**src/rtl/inst_prefetch_pkg.sv**
```systemverilog
// rtl/inst_prefetch_pkg.sv - shared types and constants for the instruction prefetch buffer
package inst_prefetch_pkg;

    localparam int INST_W  = 32;
    localparam int TAG_W   = 30;                // word address, addr[31:2]
    localparam int ENTRY_W = TAG_W + INST_W;

    typedef enum logic [1:0] {
        PF_IDLE    = 2'd0,                      // nothing outstanding
        PF_REQ     = 2'd1,                      // request outstanding, result wanted
        PF_DISCARD = 2'd2                       // request outstanding, result dropped
    } pf_state_e;

    typedef struct packed {
        logic [TAG_W-1:0]  addr;
        logic [INST_W-1:0] data;
    } pf_entry_t;

endpackage

```
**src/rtl/prefetch_fifo.sv**
```systemverilog
// rtl/prefetch_fifo.sv - DEPTH-entry synchronous FIFO of {word address, instruction}
//   clk, rst      : clock, asynchronous active-low reset
//   push/push_entry: write an entry at the tail
//   pop           : drop the head entry
//   flush         : empty the FIFO; wins over push and pop
//   head          : head entry (valid when !empty)
//   empty/full/count: occupancy
module prefetch_fifo
    import inst_prefetch_pkg::*;
#(
    parameter int DEPTH = 4
) (
    input  logic                     clk,
    input  logic                     rst,
    input  logic                     push,
    input  pf_entry_t                push_entry,
    input  logic                     pop,
    input  logic                     flush,
    output pf_entry_t                head,
    output logic                     empty,
    output logic                     full,
    output logic [$clog2(DEPTH):0]   count
);

    localparam int PW = $clog2(DEPTH);
    localparam int CW = PW + 1;

    pf_entry_t       mem [DEPTH];
    logic [PW-1:0]   wr_ptr;
    logic [PW-1:0]   rd_ptr;
    logic            do_push;
    logic            do_pop;

    assign empty   = (count == '0);
    assign full    = (count == CW'(DEPTH));
    assign do_pop  = pop & ~empty;
    // a simultaneous pop frees the slot the push lands in
    assign do_push = push & (~full | do_pop);
    assign head    = mem[rd_ptr];

    always_ff @(posedge clk or negedge rst) begin
        if (!rst) begin
            wr_ptr <= '0;
            rd_ptr <= '0;
            count  <= '0;
        end else if (flush) begin
            wr_ptr <= '0;
            rd_ptr <= '0;
            count  <= '0;
        end else begin
            if (do_push) wr_ptr <= wr_ptr + PW'(1);
            if (do_pop)  rd_ptr <= rd_ptr + PW'(1);
            case ({do_push, do_pop})
                2'b10:   count <= count + CW'(1);
                2'b01:   count <= count - CW'(1);
                default: count <= count;
            endcase
        end
    end

    // storage is not reset; occupancy alone decides what is valid
    always_ff @(posedge clk) begin
        if (do_push && !flush) begin
            mem[wr_ptr] <= push_entry;
        end
    end

endmodule

```
**src/rtl/inst_prefetch.sv**
```systemverilog
// rtl/inst_prefetch.sv - sequential instruction prefetch buffer between IF and a handshaked memory
//   clk, rst        : clock, asynchronous active-low reset
//   fetch_ren       : IF requests an instruction at fetch_addr
//   fetch_addr      : requested PC, bits [1:0] ignored
//   fetch_adv       : IF consumes the word this cycle
//   fetch_valid     : fetch_data is the word at fetch_addr
//   fetch_data      : instruction word, zero when not valid
//   stall           : fetch_ren & ~fetch_valid
//   mem_req/mem_addr: registered read request, held until mem_ack
//   mem_ack/mem_rdata: one-cycle completion with data
module inst_prefetch
    import inst_prefetch_pkg::*;
#(
    parameter int          DEPTH    = 4,
    parameter logic [31:0] RESET_PC = 32'h0000_0000
) (
    input  logic              clk,
    input  logic              rst,
    input  logic              fetch_ren,
    input  logic [31:0]       fetch_addr,
    input  logic              fetch_adv,
    output logic              fetch_valid,
    output logic [INST_W-1:0] fetch_data,
    output logic              stall,
    output logic              mem_req,
    output logic [31:0]       mem_addr,
    input  logic              mem_ack,
    input  logic [INST_W-1:0] mem_rdata
);

    localparam int CW = $clog2(DEPTH) + 1;

    pf_state_e        state;
    pf_state_e        state_nxt;
    logic [TAG_W-1:0] pf_tag;
    logic [TAG_W-1:0] pf_tag_nxt;
    logic [TAG_W-1:0] flight_tag;
    logic             mem_req_q;

    pf_entry_t        head;
    pf_entry_t        push_entry;
    logic             fifo_empty;
    logic             fifo_full;
    logic [CW-1:0]    fifo_count;

    logic [TAG_W-1:0] fetch_tag;
    logic [TAG_W-1:0] expected_tag;
    logic [TAG_W-1:0] issue_tag;
    logic             outstanding;
    logic             hit;
    logic             redirect;
    logic             push;
    logic             pop;
    logic             issue;
    logic             room;
    logic             byte_offset_unused;

    assign fetch_tag          = fetch_addr[31:2];
    assign byte_offset_unused = ^fetch_addr[1:0];

    assign outstanding = (state != PF_IDLE);
    assign hit         = ~fifo_empty & (head.addr == fetch_tag);

    // the address IF should ask for next if it keeps running sequentially
    always_comb begin
        expected_tag = pf_tag;
        if (!fifo_empty) begin
            expected_tag = head.addr;
        end else if (outstanding) begin
            expected_tag = flight_tag;
        end
    end

    assign redirect = fetch_ren & (fetch_tag != expected_tag);

    assign fetch_valid = hit;
    assign fetch_data  = hit ? head.data : '0;
    assign stall       = fetch_ren & ~hit;

    // a hit can never coincide with a redirect, so pop needs no flush guard
    assign pop  = hit & fetch_adv;
    assign push = (state == PF_REQ) & mem_ack & ~redirect;
    assign push_entry = '{addr: flight_tag, data: mem_rdata};

    // a redirect in IDLE issues straight to the new PC in the same cycle
    assign issue_tag = redirect ? fetch_tag : pf_tag;
    assign room      = ~fifo_full & ((fifo_count + CW'(outstanding)) < CW'(DEPTH));

    always_comb begin
        state_nxt = state;
        issue     = 1'b0;
        case (state)
            PF_IDLE: begin
                // the flush on redirect always leaves room
                if (redirect || room) begin
                    issue     = 1'b1;
                    state_nxt = PF_REQ;
                end
            end
            PF_REQ: begin
                // an ack completes the request even when a redirect drops its data
                if (mem_ack) begin
                    state_nxt = PF_IDLE;
                end else if (redirect) begin
                    state_nxt = PF_DISCARD;
                end
            end
            PF_DISCARD: begin
                if (mem_ack) begin
                    state_nxt = PF_IDLE;
                end
            end
            default: state_nxt = PF_IDLE;
        endcase
    end

    always_comb begin
        pf_tag_nxt = pf_tag;
        if (redirect) pf_tag_nxt = fetch_tag;
        if (issue)    pf_tag_nxt = issue_tag + TAG_W'(1);
    end

    always_ff @(posedge clk or negedge rst) begin
        if (!rst) begin
            state      <= PF_IDLE;
            pf_tag     <= RESET_PC[31:2];
            flight_tag <= '0;
            mem_req_q  <= 1'b0;
        end else begin
            state     <= state_nxt;
            pf_tag    <= pf_tag_nxt;
            mem_req_q <= (state_nxt != PF_IDLE);
            if (issue) flight_tag <= issue_tag;
        end
    end

    assign mem_req  = mem_req_q;
    assign mem_addr = {flight_tag, 2'b00};

    prefetch_fifo #(
        .DEPTH (DEPTH)
    ) u_fifo (
        .clk        (clk),
        .rst        (rst),
        .push       (push),
        .push_entry (push_entry),
        .pop        (pop),
        .flush      (redirect),
        .head       (head),
        .empty      (fifo_empty),
        .full       (fifo_full),
        .count      (fifo_count)
    );

endmodule
```
**config.mk**
```make
export PLATFORM = sky130hd
export DESIGN_NAME = inst_prefetch
export DESIGN_NICKNAME = d
export VERILOG_FILES = /design/src/rtl/inst_prefetch_pkg.sv /design/src/rtl/prefetch_fifo.sv /design/src/rtl/inst_prefetch.sv
export SDC_FILE = /design/constraint.sdc
export NUM_CORES = 1
export LEC_CHECK = 0
export BUFFER_PORTS_ARGS = -buffer_cell sky130_fd_sc_hd__buf_2
export CAP_MARGIN = 10
export CORE_UTILIZATION = 60
export DETAILED_ROUTE_END_ITERATION = 10
export PLACE_DENSITY = 0.88
export SYNTH_ARGS = -nofsm -noshare
export SYNTH_HDL_FRONTEND = slang
export SYNTH_HIERARCHICAL = 1
export SYNTH_SLANG_ARGS = --single-unit
```
**constraint.sdc**
```tcl
create_clock -name clk -period 6.2 [get_ports clk]
set_input_delay 1.24 -clock clk [delete_from_list [all_inputs] [get_ports clk]]
set_output_delay 1.24 -clock clk [all_outputs]
set_load 0.1 [all_outputs]
```
==> results of run 1 <==
-- layer usage --
layer | up-vias | track usage (%) | wire length (um)
met2 | 546 | 47.3 | 18500
met5 | - | 0.758 | 8
met1 | 5200 | 39.0 | 15100
met4 | 2 | 11.7 | 1410
met3 | 113 | 5.18 | 3130
li1 | 4539 | - | -
-- state kept, by name (all words and copies together), names as in the netlist --
| name | count |
|---|---|
| flight_tag | 30 |
| mem_req | 1 |
| pf_tag | 30 |
| state | 2 |
| u_fifo/count | 3 |
| u_fifo/mem | 248 |
| u_fifo/rd_ptr | 2 |
| u_fifo/wr_ptr | 2 |
-- stage by stage --
step	area, um^2	util, %
2_1_floorplan	15600	-
3_3_place_gp	16500	65.1
3_5_place_dp	16500	65.1
4_1_cts	17700	69.8
5_1_grt	17700	69.9
6_report	17700	69.9
-- logic make-up after synthesis --
group | after synthesis
muxes | 76
and+or+nand+nor | 364
AOI/OAI and AO/OA | 133
DFF | 318
other | 1
xor gates and xnor gates | 91
adders and majority gates | 6
buffers and inverters | 140
-- cell usage in the layout (no fill, tap or decap), types with 10 or more instances in the layout --
cell type / Yosys / layout
o211ai_1: 30 / 30
buf_4: 24 / 20
xor2_1: 39 / 39
nand2b_1: 34 / 34
a221oi_2: 22 / 22
mux4_2: 62 / 62
nor2_1: 75 / 75
dfrtp_1: 70 / 66
o21ai_0: 10 / 10
nand4bb_1: 28 / 28
nand2_1: 29 / 29
a21oi_1: 18 / 18
and2_1: 38 / 34
a31oi_1: 30 / 30
mux2i_1: 14 / 14
xnor2_1: 52 / 52
clkbuf_16: 0 / 31
and3_1: 14 / 14
buf_2: 29 / 130
edfxtp_1: 248 / 248
nor4_1: 21 / 20
inv_1: 46 / 46
nor3_1: 36 / 35
nand4_1: 16 / 16
and4_1: 33 / 33
nand3_1: 23 / 23
-- power by group --
group          switching, mW  internal (mW)  total (mW)
clock                  0.827           1.34        2.16
combinational           1.24          0.451        1.69
sequential             0.272           2.54        2.81
total                   2.34           4.33        6.66
-- worst paths after layout --
path / from / to / cells past startpoint
min in group asynchronous: rst / flight_tag[15] / 1
worst min register to register: flight_tag[15] / u_fifo/mem[1][47] / 0
worst max-delay path: u_fifo/rd_ptr[0] / fetch_data[3] / 9
worst min-delay path: flight_tag[15] / u_fifo/mem[1][47] / 0
max in group asynchronous: rst / u_fifo/rd_ptr[0] / 1
worst max register to register: u_fifo/count[2] / u_fifo/mem[3][52] / 14
-- area by class of cell --
type / instances / area, um^2
Antenna cell: 8 / 20.0
Timing Repair Buffer: 159 / 981
Sequential cell: 318 / 9210
Clock buffer: 38 / 832
Clock inverter: 20 / 357
Tap cell: 330 / 413
Multi-Input combinational cell: 672 / 5720
Inverter: 47 / 176
Fill cell: 1619 / 7620
==> flow_summary.toml, run 1 <==
[setup_path]
arrival_ps = 4260
cp_top_family = "buffers and inverters"
r2r_setup_slack_ps = 820
required_ps = 4960
cp-start-kind = "flop"
max_stage_delay_ps = 780
critPathCaptureType = "primary output"
crit_top_cell = "buf_4"
cp_cell_sequence = "buf_4 > mux4_2 > xor2_1 > nor4_1 > nand4_1 > nor4_2 > buf_4 > and2_1 > buf_2"
critPathSlowestCell = "dfrtp_4"
worst-path-buf-inv = 3
cp_max_fo = 35
crit_type = "flop to primary output"

[logic_synthesis]
synth_top_cell_by_area = "edfxtp_1"
synth.area.top_cells = "edfxtp_1 48%, dfrtp_1 11%, mux4_2 9.0%, xnor2_1 2.9%, xor2_1 2.2%"
ys_top_cells_by_count = "248 x edfxtp_1, 75 x nor2_1, 70 x dfrtp_1"
synth_cell_type_count = 59
async_flop_share_pct = 22.0
synth_most_common_cell = "edfxtp_1"
synth_top_family_by_area = "simple AND/OR/NAND/NOR gates"
syn_inst = 1129
muxShareOfSynthArea_pct = 9.87
synth_ff_type = "edfxtp_1"
ys_seq_area_share_pct = 59.1
ys_ff_latch = 318
avgSynthCellArea_um2 = 13.8
netlist.area_leader.share_pct = 47.8
synth-warning-count = 6
synth_xor_xnor_area_share_pct = 5.12
synth-compound-area-share_pct = 6.94
synthSimpleGateAreaFrac_pct = 14.1
synth_edf_count = 248
synthAdderAreaFrac_pct = 0.530
synthesis.area_um2 = 15600

[floorplanning]
coreArea_um2 = 25300
die_area_um2 = 26600
die_x_um = 163
pin_count = 136
num_rows = 58
start_util_pct = 61.5
fp.dieH_um = 163

[sta]
finalCritPeriodShare_pct = 88.8
setup_viol = 0
rsz0062_at_grt = "no"
setup_slack_ps = 695
drv_slew = 0
hold_viol = 0
holdWs_ps = 576
tns_ps = 0
fmax_ghz = 0.182
clock_skew_ps = 15.5
worst_pin_slew_ps = 1170
slew-limit-headroom_pct = 21.9
period_needed_ps = 5500

[cells_and_area]
layout-drive-gt1-share_pct = 24.9
num-nets-final = 1304
instances_no_fill = 1592
syn_to_final_growth_pct = 13.7

[pwr]
p_leak_nw = 6.22
ir_worst_vdd_uv = 288
power_density_nw_per_um2 = 376
design_power_total_mw = 6.66

[grt]
grtUsageTotal_pct = 29.1
grt_overflow = 0
antenna_found_initial = 8
grt_max_degree = 97
grt_pass1_vias = 10600
grt_pass1_wl_mm = 58.6

[min_path]
hold_path_class = "flop to flop"

[run_status]
status = "completed"

[place]
port_buffers = 131
place_inst = 1526
gp_congestion = 0.954
dp_hpwl_mm = 23.4
place_ws_ps = 1020

[clock_network]
numClockSinks = 318
cts_root_buf = "clkbuf_16"
cts_resized = 0
clkLatencyLatePin_ps = 580
cts_setup_buffers = 0
cts_tree = "yes"
cts_max_level = 1
cts_buffer_depth = 3
cts-buffers-inserted = 31
cts_hold_buf = 0
clk_pin_slew_ps = 60

[run]
drv_cap = 0

[routing]
drtIter0Drc = 1276
ant_nets = 0
drt_wl_total_mm = 38.1
vias = 10400
drc_errors = 0
wire_per_inst_um = 23.9
drtPass1Iterations = 5
avgViaCountPerCell = 6.53
(Power assumes the default switching activity.)
==> run 2: changes to the inputs <==
--- a/config.mk
+++ b/config.mk
@@ -10,6 +10,7 @@
 export CORE_UTILIZATION = 60
 export DETAILED_ROUTE_END_ITERATION = 10
 export PLACE_DENSITY = 0.88
+export REMOVE_ABC_BUFFERS = 1
 export SYNTH_ARGS = -nofsm -noshare
 export SYNTH_HDL_FRONTEND = slang
 export SYNTH_HIERARCHICAL = 1
==> flow_summary.toml, run 2 (same netlist as run 1, synthesis figures left out) <==
[routing]
ant_nets = 0
highest_layer = "met4"
routed-wl-met3_mm = 3.31
drc_errors = 0
drt_wl_total_mm = 37.3
met1Wirelength_mm = 14.5
drtPass1Iterations = 5
wire_per_inst_um = 23.4
avgViaCountPerCell = 6.48
dr_wl_met2_mm = 18.4
vias = 10300
drtIter0Drc = 1040

[setup_path]
worst-path-buf-inv = 3
cp_top_family = "simple AND/OR/NAND/NOR gates"
cp_max_fo = 21
cp_cell_sequence = "buf_4 > mux4_2 > xor2_1 > nor4_1 > nand4_1 > nor4_4 > buf_4 > and2_1 > buf_2"
max_stage_delay_ps = 710
crit_top_cell = "buf_4"
crit_type = "flop to primary output"
arrival_ps = 4680
critPathCaptureType = "primary output"
required_ps = 4960
cp-start-kind = "flop"
critPathSlowestCell = "dfrtp_4"

[clock_network]
cts_root_buf = "clkbuf_16"
numClockSinks = 318
clk_pin_slew_ps = 60
cts-buffers-inserted = 34
cts_max_level = 2
clkLatencyLatePin_ps = 520
cts_hold_buf = 0
cts_setup_buffers = 0
cts_buffer_depth = 3
cts_tree = "yes"

[cells_and_area]
layout_commonest_cell = "edfxtp_1"
num-nets-final = 1311
reg_top3 = "u_fifo/mem x248, flight_tag x30, pf_tag x30"
top_register = "u_fifo/mem"
fin_util_pct = 69.5
layout-drive-gt1-share_pct = 25.2
syn_to_final_growth_pct = 13.1
largest_reg_flops = 248
layout_common_cells = "248 x edfxtp_1, 130 x buf_2, 75 x nor2_1"
design_area_um2 = 17600

[pwr]
p_seq_share_pct = 42.8
p_leak_nw = 6.21
p_int_mw = 4.23
ir_worst_vdd_uv = 201
power_switching_mw = 2.32
p_clk_share_pct = 31.3
comb_power_share_pct = 25.9
swShare_pct = 35.5
power_density_nw_per_um2 = 372

[grt]
grtUsageTotal_pct = 28.8
grt_max_degree = 91
antenna_found_initial = 4
grt_pass1_vias = 10200
grt_overflow = 0
grt_pass1_wl_mm = 57.8

[sta]
rsz0062_at_grt = "no"
slew-limit-headroom_pct = 37.8
finalCritPeriodShare_pct = 95.4
period_needed_ps = 5920
drv_slew = 0
tns_ps = 0
clock_skew_ps = 16.7
hold_viol = 0
setup_viol = 0
fmax_ghz = 0.169
holdWs_ps = 573
worst_pin_slew_ps = 932
setup_slack_ps = 283

[run]
drv_cap = 0

[floorplanning]
fp.dieH_um = 163
coreArea_um2 = 25300
pin_count = 136
die_x_um = 163
num_rows = 58
die_area_um2 = 26600
start_util_pct = 61.5

[place]
place_area_um2 = 16400
place_ws_ps = 586
port_buffers = 131
dp_hpwl_mm = 23.9
gp_congestion = 0.935

[run_status]
status = "completed"

[min_path]
hold_path_class = "flop to flop"
-- run 2: power groups by stage --
stage          clock network [mW]  logic, mW  registers (mW)
2_1_floorplan                   0      0.656            3.39
3_3_place_gp                    0       1.63            2.81
3_5_place_dp                    0       1.67            2.84
4_1_cts                      2.07       1.68            2.80
5_1_grt                      2.15       1.78            2.83
6_report                     2.05       1.70            2.80
-- run 2: per-layer routing --
metal	vias to the layer above	track usage (%)
met5	-	0
met4	0	10.4
met3	82	5.10
met2	553	46.4
met1	5151	39.5
li1	4555	-
-- run 2: cell type report --
class | instances | area [um^2]
Fill cell | 1631 | 7720
Multi-Input combinational cell | 672 | 5730
Timing Repair Buffer | 163 | 923
Inverter | 47 | 176
Clock buffer | 44 | 960
Tap cell | 330 | 413
Sequential cell | 318 | 9210
Clock inverter | 16 | 188
Antenna cell | 5 | 12.5
-- run 2: worst paths after layout --
check,start,to,slack [ps],cells past startpoint
max,u_fifo/rd_ptr[0],fetch_data[22],280,9
min,flight_tag[29],u_fifo/mem[1][61],570,0
max reg2reg,u_fifo/rd_ptr[0],u_fifo/mem[2][60],530,14
min reg2reg,flight_tag[29],u_fifo/mem[1][61],570,0
max in group asynchronous,rst,u_fifo/rd_ptr[0],4510,2
min in group asynchronous,rst,pf_tag[24],680,1
-- run 2: stage by stage --
step	power (mW)	instances
after floorplan	4.04	1037
after global placement	4.44	1530
after detailed placement	4.50	1530
after CTS	6.55	1590
after global routing	6.76	1594
final	6.55	1595
-- run 2: what timing repair did --
action	in CTS	in global routing
hold endpoints to repair	0	0
gates resized for setup	0	1
endpoints found under the setup margin	0	2
-- run 2: worst reg2reg max path, cell delays in order, from the launching register on --
cell and delay (ps):
dfrtp_4 710, buf_4 330, mux4_2 580, nand2b_1 130
a31oi_1 80, nor4_1 410, nand4_1 300, o41ai_4 720
inv_2 280, nor3b_1 260, buf_4 200, inv_1 120
nor3_1 390, and2_2 240, buf_4 520
